$ cat src/rtl/matriz_pkg.sv
// ---------------------------------------------------------------------------
// matriz_pkg
// Shared definitions for the scrolling LED-matrix driver.
//   modo_t  : scroll mode as seen on the {ch1, ch0} switches
//   largura : counter/index width for a given range, never narrower than 1 bit
// ---------------------------------------------------------------------------
package matriz_pkg;

    // Scroll modes, encoded exactly as the switches present them: {ch1, ch0}.
    typedef enum logic [1:0] {
        MODO_HOLD = 2'b00,   // keep the current offset
        MODO_ESQ  = 2'b01,   // scroll left  (offset + 1)
        MODO_DIR  = 2'b10,   // scroll right (offset - 1)
        MODO_HOME = 2'b11    // return to offset 0
    } modo_t;

    // Bits needed to hold the values 0..n-1. A range of one value still gets
    // one bit so that declarations never collapse to a zero-width vector.
    function automatic int unsigned largura(input int unsigned n);
        return (n > 1) ? $clog2(n) : 1;
    endfunction

endpackage

$ cat src/rtl/gerador_tick.sv
// ---------------------------------------------------------------------------
// gerador_tick
// Enabled modulo-DIV counter. Counts 0..DIV-1 on every enabled clock and
// raises tick_o for exactly one cycle when an enabled clock lands on the
// terminal count. Used both as the column-scan prescaler (always enabled)
// and as the frame counter (enabled by frame_tick).
//
// Ports
//   clk    : clock, rising edge
//   rst    : asynchronous reset, active high; counter returns to 0
//   en_i   : count enable
//   tick_o : one-cycle pulse, en_i high while the counter holds DIV-1
// ---------------------------------------------------------------------------
module gerador_tick
    import matriz_pkg::*;
#(
    parameter int DIV = 4
) (
    input  logic clk,
    input  logic rst,
    input  logic en_i,
    output logic tick_o
);

    localparam int W = largura(DIV);

    logic [W-1:0] cnt_q;
    logic [W-1:0] cnt_d;
    logic         terminal;

    assign terminal = (cnt_q == W'(DIV - 1));
    assign tick_o   = en_i && terminal;

    always_comb begin
        // NOTE: every signal written here gets a default first; a path that
        // leaves it unassigned would otherwise infer a latch.
        cnt_d = cnt_q;
        if (en_i) begin
            cnt_d = terminal ? '0 : cnt_q + 1'b1;
        end
    end

    // NOTE: state registers use non-blocking assignments so every flop
    // samples the pre-edge value of the others, independent of block order.
    always_ff @(posedge clk or posedge rst) begin
        if (rst) begin
            cnt_q <= '0;
        end else begin
            cnt_q <= cnt_d;
        end
    end

endmodule

$ cat src/rtl/matriz_scroll_param.sv
// ---------------------------------------------------------------------------
// matriz_scroll_param
// Column-multiplexed LED matrix driver with a scrolling message window.
// A message of MSG_LEN columns (LINHAS bits each) is held in a small
// register memory; COLUNAS consecutive columns starting at offset pos are
// scanned one at a time, each lit for SCAN_DIV clocks. Every SCROLL_FRAMES
// complete frames the offset moves according to the mode switches.
//
// Ports
//   clk            : clock, all state changes on the rising edge
//   rst            : asynchronous reset, active high
//   ch1, ch0       : asynchronous mode switches {ch1,ch0} (see modo_t)
//   wr_en          : message memory write strobe
//   wr_addr        : message column to write
//   wr_data        : column pattern, bit i drives row i
//   linhas         : registered row drive for the lit column, active high
//   acender_coluna : registered column select, one-hot low
//   pos            : current scroll offset
//   frame_tick     : one-cycle pulse as the last column's interval ends
// ---------------------------------------------------------------------------
module matriz_scroll_param
    import matriz_pkg::*;
#(
    parameter int LINHAS        = 5,
    parameter int COLUNAS       = 7,
    parameter int MSG_LEN       = 16,
    parameter int SCAN_DIV      = 50000,
    parameter int SCROLL_FRAMES = 50
) (
    input  logic                       clk,
    input  logic                       rst,
    input  logic                       ch1,
    input  logic                       ch0,
    input  logic                       wr_en,
    input  logic [$clog2(MSG_LEN)-1:0] wr_addr,
    input  logic [LINHAS-1:0]          wr_data,
    output logic [LINHAS-1:0]          linhas,
    output logic [COLUNAS-1:0]         acender_coluna,
    output logic [$clog2(MSG_LEN)-1:0] pos,
    output logic                       frame_tick
);

    localparam int AW = $clog2(MSG_LEN);
    localparam int CW = largura(COLUNAS);

    // Column 0 is driven by the most significant select bit.
    localparam logic [COLUNAS-1:0] SEL_RESET = ~(COLUNAS'(1) << (COLUNAS - 1));

    // ------------------------------------------------------------------
    // Mode switch synchroniser
    // ------------------------------------------------------------------
    logic [1:0] ch_meta_q;
    logic [1:0] ch_sync_q;
    modo_t      modo;

    always_ff @(posedge clk or posedge rst) begin
        if (rst) begin
            ch_meta_q <= 2'b00;
            ch_sync_q <= 2'b00;
        end else begin
            ch_meta_q <= {ch1, ch0};
            ch_sync_q <= ch_meta_q;
        end
    end

    assign modo = modo_t'(ch_sync_q);

    // ------------------------------------------------------------------
    // Timing chain: column prescaler, then frame counter
    // ------------------------------------------------------------------
    logic col_tick;
    logic scroll_step;

    logic [CW-1:0] col_q;
    logic [CW-1:0] col_d;
    logic          col_last;

    gerador_tick #(
        .DIV (SCAN_DIV)
    ) u_scan_div (
        .clk    (clk),
        .rst    (rst),
        .en_i   (1'b1),
        .tick_o (col_tick)
    );

    assign col_last   = (col_q == CW'(COLUNAS - 1));
    assign frame_tick = col_tick && col_last;

    gerador_tick #(
        .DIV (SCROLL_FRAMES)
    ) u_frame_div (
        .clk    (clk),
        .rst    (rst),
        .en_i   (frame_tick),
        .tick_o (scroll_step)
    );

    // ------------------------------------------------------------------
    // Message memory
    // ------------------------------------------------------------------
    logic [LINHAS-1:0] mem_q [MSG_LEN];
    logic              wr_ok;

    // Only meaningful when MSG_LEN is not a power of two.
    assign wr_ok = ({1'b0, wr_addr} < (AW + 1)'(MSG_LEN));

    always_ff @(posedge clk or posedge rst) begin
        if (rst) begin
            // NOTE: this memory is cleared by reset so a freshly reset display
            // is dark; that forces flops rather than a RAM macro, which is
            // acceptable at these message depths.
            for (int i = 0; i < MSG_LEN; i++) begin
                mem_q[i] <= '0;
            end
        end else if (wr_en && wr_ok) begin
            mem_q[wr_addr] <= wr_data;
        end
    end

    // ------------------------------------------------------------------
    // Next column, next offset, and the display values they select
    // ------------------------------------------------------------------
    logic [AW-1:0]      pos_q;
    logic [AW-1:0]      pos_d;
    logic [AW:0]        soma;
    logic [AW-1:0]      rd_addr;
    logic [COLUNAS-1:0] sel_d;

    always_comb begin
        col_d = col_q;
        if (col_tick) begin
            col_d = col_last ? '0 : col_q + 1'b1;
        end
    end

    // A step only ever coincides with the wrap to column 0, so the new
    // offset starts cleanly with the next frame.
    always_comb begin
        pos_d = pos_q;
        if (scroll_step) begin
            unique case (modo)
                MODO_HOLD: pos_d = pos_q;
                MODO_ESQ:  pos_d = (pos_q == AW'(MSG_LEN - 1)) ? '0 : pos_q + 1'b1;
                MODO_DIR:  pos_d = (pos_q == '0) ? AW'(MSG_LEN - 1) : pos_q - 1'b1;
                MODO_HOME: pos_d = '0;
            endcase
        end
    end

    // Rows and select are both derived from the *next* column and offset
    // so they load together on the column-tick edge and can never disagree.
    // pos < MSG_LEN and col < COLUNAS <= MSG_LEN, so one subtraction wraps.
    always_comb begin
        soma    = {1'b0, pos_d} + (AW + 1)'(col_d);
        rd_addr = soma[AW-1:0];
        if (soma >= (AW + 1)'(MSG_LEN)) begin
            rd_addr = AW'(soma - (AW + 1)'(MSG_LEN));
        end
    end

    always_comb begin
        for (int i = 0; i < COLUNAS; i++) begin
            sel_d[i] = (i != (COLUNAS - 1) - int'(col_d));
        end
    end

    // ------------------------------------------------------------------
    // Scan state and registered display outputs
    // ------------------------------------------------------------------
    logic [LINHAS-1:0]  linhas_q;
    logic [COLUNAS-1:0] acender_q;

    always_ff @(posedge clk or posedge rst) begin
        if (rst) begin
            col_q     <= '0;
            pos_q     <= '0;
            linhas_q  <= '0;
            acender_q <= SEL_RESET;
        end else begin
            col_q <= col_d;
            pos_q <= pos_d;
            // Memory is read only here, so a write to the lit column waits
            // for the next column update instead of changing mid-interval.
            if (col_tick) begin
                linhas_q  <= mem_q[rd_addr];
                acender_q <= sel_d;
            end
        end
    end

    assign linhas         = linhas_q;
    assign acender_coluna = acender_q;
    assign pos            = pos_q;

endmodule

$ cat config.mk
export PLATFORM = sky130hd
export DESIGN_NAME = matriz_scroll_param
export DESIGN_NICKNAME = d
export VERILOG_FILES = /design/src/rtl/matriz_pkg.sv /design/src/rtl/gerador_tick.sv /design/src/rtl/matriz_scroll_param.sv
export SDC_FILE = /design/constraint.sdc
export NUM_CORES = 1
export LEC_CHECK = 0
export CAP_MARGIN = 20
export CORE_MARGIN = 4
export CORE_UTILIZATION = 50
export DETAILED_ROUTE_END_ITERATION = 12
export HOLD_SLACK_MARGIN = 0.1
export PLACE_DENSITY = 0.71
export SLEW_MARGIN = 20
export SYNTH_ARGS = -nofsm -noshare
export SYNTH_HDL_FRONTEND = slang
export SYNTH_SLANG_ARGS = --single-unit
export TNS_END_PERCENT = 30
$ cat constraint.sdc
create_clock -name clk -period 6 [get_ports clk]
set_input_delay 0.9 -clock clk [delete_from_list [all_inputs] [get_ports clk]]
set_output_delay 0.9 -clock clk [all_outputs]
set_load 0.05 [all_outputs]
Word level (Yosys, flattened, before mapping)
Cells that the tools add are included.
{"block": "classes", "eq_ne": 13, "n_bitwise": 2, "reduce_logical": 6, "magnitude_cmp": 4, "addsub": 8, "muxes": 15}
{"operator": "$bwmux 80", "n": 1}
{"operator": "$reduce_bool 32->1", "n": 1}
{"operator": "$bmux 5 s4", "n": 1}
{"operator": "$demux 5 s4", "n": 1}
{"operator": "$add 16x1->16 const B", "n": 1}
{"operator": "$eq 16x16->1 const B", "n": 1}
{"operator": "$mux 16", "n": 1}
{"operator": "$mux 4", "n": 4}
{"operator": "$pmux 4 s4", "n": 1}
{"operator": "$ge 5x5->1 const B", "n": 3}
{"operator": "$mux 5", "n": 3}
{"operator": "$ne 4x4->1 const A", "n": 3}
{"operator": "$not 4->5", "n": 2}
{"operator": "$ne 3x4->1 const A", "n": 2}
{"operator": "$sub 4x1->4 const B", "n": 2}
{"operator": "$add 6x1->6 const B", "n": 1}
{"operator": "$eq 6x6->1 const B", "n": 1}
{"operator": "$mux 3", "n": 2}
{"operator": "$mux 6", "n": 1}
{"operator": "$add 4x3->5", "n": 1}
{"operator": "$lt 5x1->1 const B", "n": 1}
{"operator": "$add 4x1->4 const B", "n": 1}
{"operator": "$eq 2x2->1 const B", "n": 2}
{"operator": "$eq 4x4->1 const B", "n": 1}
{"operator": "8 further kinds", "n": 10}
{"block": "totals", "output_inout_bits": 17, "wordCells": 72, "ff_bits": 125, "in_bits": 14}

Logic depth before layout (Yosys ltp)
{"block": "depth", "depth_word": 11, "mapped_depth": 17, "mapped_depth_nobuf": 15}

Hierarchy
From an unflattened synthesis, not the netlist that was laid out.
{"block": "hier_totals", "cells_unflattened": 486, "hier_area_um2": 6022.0}
{"module": "matriz_scroll_param", "instances": 1, "area_each_um2": 4918.5, "cells_each": 381, "seq_area_each_um2": 2585.0}
{"module": "gerador_tick (u_scan_div)", "instances": 1, "area_each_um2": 794.5, "cells_each": 75, "seq_area_each_um2": 400.4}
{"module": "gerador_tick (u_frame_div)", "instances": 1, "area_each_um2": 309.0, "cells_each": 30, "seq_area_each_um2": 150.1}

Worst setup path before layout
No wires, ideal clock.
{"block": "synth_path", "kind": "reg-to-reg", "start": "reg u_scan_div.cnt_q[0]", "end": "reg linhas_q[0] (netlist: linhas[0])", "setup_time_ns": 0.144, "path_buffers": 4, "path_slack_ns": 2.236, "path_stages_with_launch": 17, "arrival_ns": 3.620, "period_less_slack_ns": 3.764, "required_time_ns": 5.856, "path_cell_list": "dfrtp_1 ha_1 nand3_1 and4b_4 clkbuf_8 buf_2 xnor2_1 nor2_1 ha_1 fa_1 buf_2 buf_1 mux4_2 mux2i_1 nor2_1 o21ai_0 o311ai_1"}
{"block": "synth_between", "word_cells_on_any_way": 13, "classes_between": "add/sub (2); order compare (1); eq/ne (1); mux (6); bitwise (1); reduce/logical (2)"}
{"item": "start, declared", "line_no": "gerador_tick.sv:27", "rtl": "logic [W-1:0] cnt_q;"}
{"item": "start signal, assigned", "line_no": "gerador_tick.sv:49", "rtl": "cnt_q <= cnt_d;"}
{"item": "$eq 16x16->1 *", "line_no": "gerador_tick.sv:31", "rtl": "assign terminal = (cnt_q == W'(DIV - 1));"}
{"item": "$mux 3 *", "line_no": "matriz_scroll_param.sv:132", "rtl": "if (col_tick) begin"}
{"item": "net col_d[0]", "line_no": "matriz_scroll_param.sv:75", "rtl": "logic [CW-1:0] col_d;"}
{"item": "$add 4x3->5 *", "line_no": "matriz_scroll_param.sv:155", "rtl": "soma = {1'b0, pos_d} + (AW + 1)'(col_d);"}
{"item": "$sub 4x1->4 or $ge 5x5->1 (tied branches)", "line_no": "matriz_scroll_param.sv:158, matriz_scroll_param.sv:157"}
{"item": "$mux 4 *", "line_no": "matriz_scroll_param.sv:157", "rtl": "if (soma >= (AW + 1)'(MSG_LEN)) begin"}
{"item": "$not 4->5 (not written as such) *", "line_no": "matriz_scroll_param.sv:186", "rtl": "linhas_q <= mem_q[rd_addr];"}
{"item": "$bmux 5 s4 *", "line_no": "matriz_scroll_param.sv:186"}
{"item": "$mux 5 (not written as such) * (2 in a row)", "line_no": "matriz_scroll_param.sv:186"}
{"item": "end signal, assigned", "line_no": "matriz_scroll_param.sv:186"}
{"item": "end, declared", "line_no": "matriz_scroll_param.sv:171", "rtl": "logic [LINHAS-1:0] linhas_q;"}
Mark *: on every way through the listed nets, which the timed path passes. The rest lies on a longest branch. The select of a mux whose other input is x is not followed.
A chain may end at the register's enable or synchronous reset.

Worst setup path in the final report
{"block": "layout_path", "start": "reg u_scan_div.cnt_q[0]", "end": "reg linhas_q[1] (netlist: linhas[1])"}
{"block": "layout_between", "elab_chain_cells": 11, "word_cells_on_any_way": 13, "classes_between": "add/sub (2); order compare (1); eq/ne (1); mux (6); bitwise (1); reduce/logical (2)"}
{"item": "$eq 16x16->1 *", "line_no": "gerador_tick.sv:31"}
{"item": "$logic_and 1x1->1 *", "line_no": "matriz_scroll_param.sv:88", "rtl": "assign frame_tick = col_tick && col_last;"}
{"item": "$logic_and 1x1->1 *", "line_no": "gerador_tick.sv:32", "rtl": "assign tick_o = en_i && terminal;"}
{"item": "$mux 4 *", "line_no": "matriz_scroll_param.sv:141", "rtl": "if (scroll_step) begin"}
{"item": "net pos_d[0]", "line_no": "matriz_scroll_param.sv:125", "rtl": "logic [AW-1:0] pos_d;"}
{"item": "$add 4x3->5 *", "line_no": "matriz_scroll_param.sv:155"}
{"item": "$sub 4x1->4 or $ge 5x5->1 (tied branches)", "line_no": "matriz_scroll_param.sv:158, matriz_scroll_param.sv:157"}
{"item": "$mux 4 *", "line_no": "matriz_scroll_param.sv:157"}
{"item": "$not 4->5 (not written as such) *", "line_no": "matriz_scroll_param.sv:186"}
{"item": "$bmux 5 s4 *", "line_no": "matriz_scroll_param.sv:186"}
{"item": "$mux 5 (not written as such) * (2 in a row)", "line_no": "matriz_scroll_param.sv:186"}
Marks and branches as above.

==> flow_metrics.py <==
metrics = {
    "outcome": {
        "status": "finished, final reports clean",
    },
    "die": {
        "num_io_pins": 31,
        "die_x_um": 118,
        "rows": 39,
        "start_util_pct": 51.8,
        "core_area_sq_um": 11600,
        "design.die.area_sq_um": 13900,
        "die_h_um": 118,
    },
    "worst_setup_path": {
        "cp-start-kind": "flip-flop",
        "path_common_cell": "ha_1",
        "crit_family": "adder cells",
        "endpoint_kind": "flip-flop",
        "path_max_fanout": 30,
        "worstPathBufferInverterCount": 1,
        "required_ps": 6270,
        "path_class": "reg -> reg",
        "crit_chain": "ha_1 > nand3_1 > and4b_4 > nand3_2 > o21ai_0 > o211ai_1 > ha_1 > fa_1 > buf_4 > mux4_2 > mux2_2 > nand2_1 > o311ai_1",
        "crit_path_top_delay_cell": "fa_1",
        "crit_arrival_ps": 4680,
        "cpPeakStageDelay_ps": 1000,
    },
    "global_route": {
        "grt_first_pass_wirelength_um": 21000,
        "grt_max_degree": 82,
        "grt_remaining_overflow": 0,
        "grt_usage_pct": 19.2,
        "grt_antenna_before_repair": 0,
        "grt_pass1_vias": 3995,
    },
    "logic_synthesis": {
        "syn_inst": 458,
        "synth_top_cell_by_area": "dfrtp_1",
        "synth_seq_cells": 125,
        "yosys_most_used_dff": "dfrtp_1",
        "synth_enable_flop_cells": 0,
        "syn_nets": 481,
        "synth_area_per_cell_sq_um": 13.1,
        "synthDistinctLibCells": 62,
        "ys_seq_area_share_pct": 52.1,
        "async_reset_ff_share_pct": 100,
        "synth_top_area_share_pct": 49.5,
        "netlist_top_cells_area": "dfrtp_1 50%, mux2_2 16%, mux4_2 7.5%, nor2_1 2.7%, dfstp_2 2.6%",
        "netlist_area_sq_um": 6020,
        "synth_warnings": 0,
    },
    "timing": {
        "fin_tns_setup_ps": 0,
        "tightest_slew_ps": 973,
        "hold_violations": 0,
        "maxSlewViolCount": 0,
        "fin_crit_ps": 4420,
        "setup_viol": 0,
        "worst_slack_ps": 1580,
        "period_share_pct": 73.6,
        "fmax_mhz": 226,
        "skew_ps": 9.29,
        "slew_headroom_pct": 35.1,
        "grt_setup_unrepaired": "false",
    },
    "clock_network": {
        "post_cts_buffers": 0,
        "clock_path_buffers": 2,
        "clk_pin_slew_ps": 50,
        "cts_tree": "built",
        "numCtsBuffers": 17,
        "ctsHoldBuffers": 0,
        "cts_resized": 0,
        "cts_htree_levels": 4,
        "clockRootBuffer": "clkbuf_16",
        "insertion_delay_ps": 420,
        "clock_sinks": 125,
    },
    "power": {
        "vdd_ir_drop_max_v": 0.000284,
        "p_leak_nw": 2.97,
        "power.total_mw": 2.36,
        "powerDensity_nw_per_um2": 333,
    },
    "routing": {
        "vias": 3837,
        "antenna_left": 0,
        "post_drt_wl_per_cell_um": 18.9,
        "routed_wl_um": 12300,
        "drtIter0Drc": 235,
        "post-route-drc-count": 0,
        "viasPerCell": 5.91,
        "first_pass_iters": 4,
    },
    "placement": {
        "dp_hpwl_um": 8310,
        "place_congestion": 0.820,
        "numPortBuffers": 30,
        "pre_cts_ws_ps": 1600,
        "place_area_sq_um": 6430,
    },
    "final_layout": {
        "stdcell_area_sq_um": 7070,
        "syn_to_final_growth_pct": 17.5,
        "antennaDiodeCount": 0,
        "nets": 516,
        "drive_gt1_share_pct": 32.0,
    },
    "hold_path": {
        "hp-class": "reg -> reg",
    },
    "job": {
        "cap_viol_max_count": 0,
    },
}
-- power breakdown --
| group | leakage, nW | internal [mW] | total (mW) | switching [mW] |
|---|---|---|---|---|
| Clock | 0.307 | 0.708 | 1.08 | 0.374 |
| Combinational | 1.10 | 0.151 | 0.234 | 0.0831 |
| Sequential | 1.56 | 0.971 | 1.04 | 0.0680 |
| Total | 2.97 | 1.83 | 2.36 | 0.525 |
-- final timing paths --
check,startpoint,end,slack (ps),cells after the start
worst max register to register,u_scan_div.cnt_q[0],linhas[1],1580,13
worst max-delay path,u_scan_div.cnt_q[0],linhas[1],1580,13
worst min-delay path,ch_meta_q[0],ch_sync_q[0],340,0
min in group asynchronous,rst,mem_q[41],1060,2
max in group asynchronous,rst,u_frame_div.cnt_q[3],3800,3
worst min register to register,ch_meta_q[0],ch_sync_q[0],340,0
-- cells in the mapped netlist (2+ instances only) --
master	count
dfstp_2	6
o311ai_1	5
nor2b_1	3
nand3_1	13
or3_1	3
mux4_2	20
nand4_1	4
clkbuf_1	8
o31ai_1	3
a31oi_1	4
buf_2	5
ha_1	8
nand4b_1	2
nand2b_1	5
nand3b_1	4
nor3_1	2
mux2_2	85
nor2_1	43
xor2_1	11
a21o_1	2
dfrtp_1	119
o21ai_0	16
o211ai_1	2
nand2_1	28
inv_1	8
buf_4	2
a21oi_1	3
xnor2_1	4
mux2i_1	7
-- placed cells by master, fill, tap and decap left out, types with 11 or more instances in the layout --
master           count
xor2_1              11
nor2_1              43
o21ai_0             16
mux4_2              20
clkbuf_16           17
dfrtp_1            119
mux2_2              85
nand2_1             28
clkdlybuf4s50_1     30
nand3_1             13
-- flip-flops by register name, indices dropped and copies added (netlist names) --
register,cells
ch_sync_q,2
pos,4
linhas,5
u_frame_div.cnt_q,6
acender_coluna,7
ch_meta_q,2
mem_q,80
col_q,3
u_scan_div.cnt_q,16
-- logic make-up (layout without fill, tap and decap cells) --
logic type,count (synthesis),count (layout),share of synthesized area (%)
xor+xnor,16,16,2.45
compound gates,45,45,5.43
simple gates,126,126,11.5
mux,112,112,24.6
buf+inv,25,73,1.95
flops,125,125,52.1
fa+ha+maj,9,9,2.00
-- through the flow --
stage               utilization (%)  hold slack (ps)  cells
detailed placement             55.4              336    617
global placement               55.4              333    617
CTS                            60.8              348    649
floorplan                         -              331    458
global route                   60.8              353    649
finish                         60.8              345    649
-- cell type report --
class,instances,area (sq um)
timing repair buffer,33,323
clock inverter,13,190
sequential,125,3140
multi-input combinational,308,2760
inverter,8,32.5
tap,143,179
clock buffer,19,443
fill,920,4550
-- metal layers --
| layer | GRT usage [%] | share of wire (%) | wire (um) |
|---|---|---|---|
| met1 | 26.1 | 46 | 5600 |
| met2 | 30.3 | 49 | 6010 |
| met3 | 5.96 | 4.4 | 538 |
| met4 | 5.05 | 1.0 | 126 |
| met5 | 0 | 0 | 0 |
(Power assumes the default switching activity.)
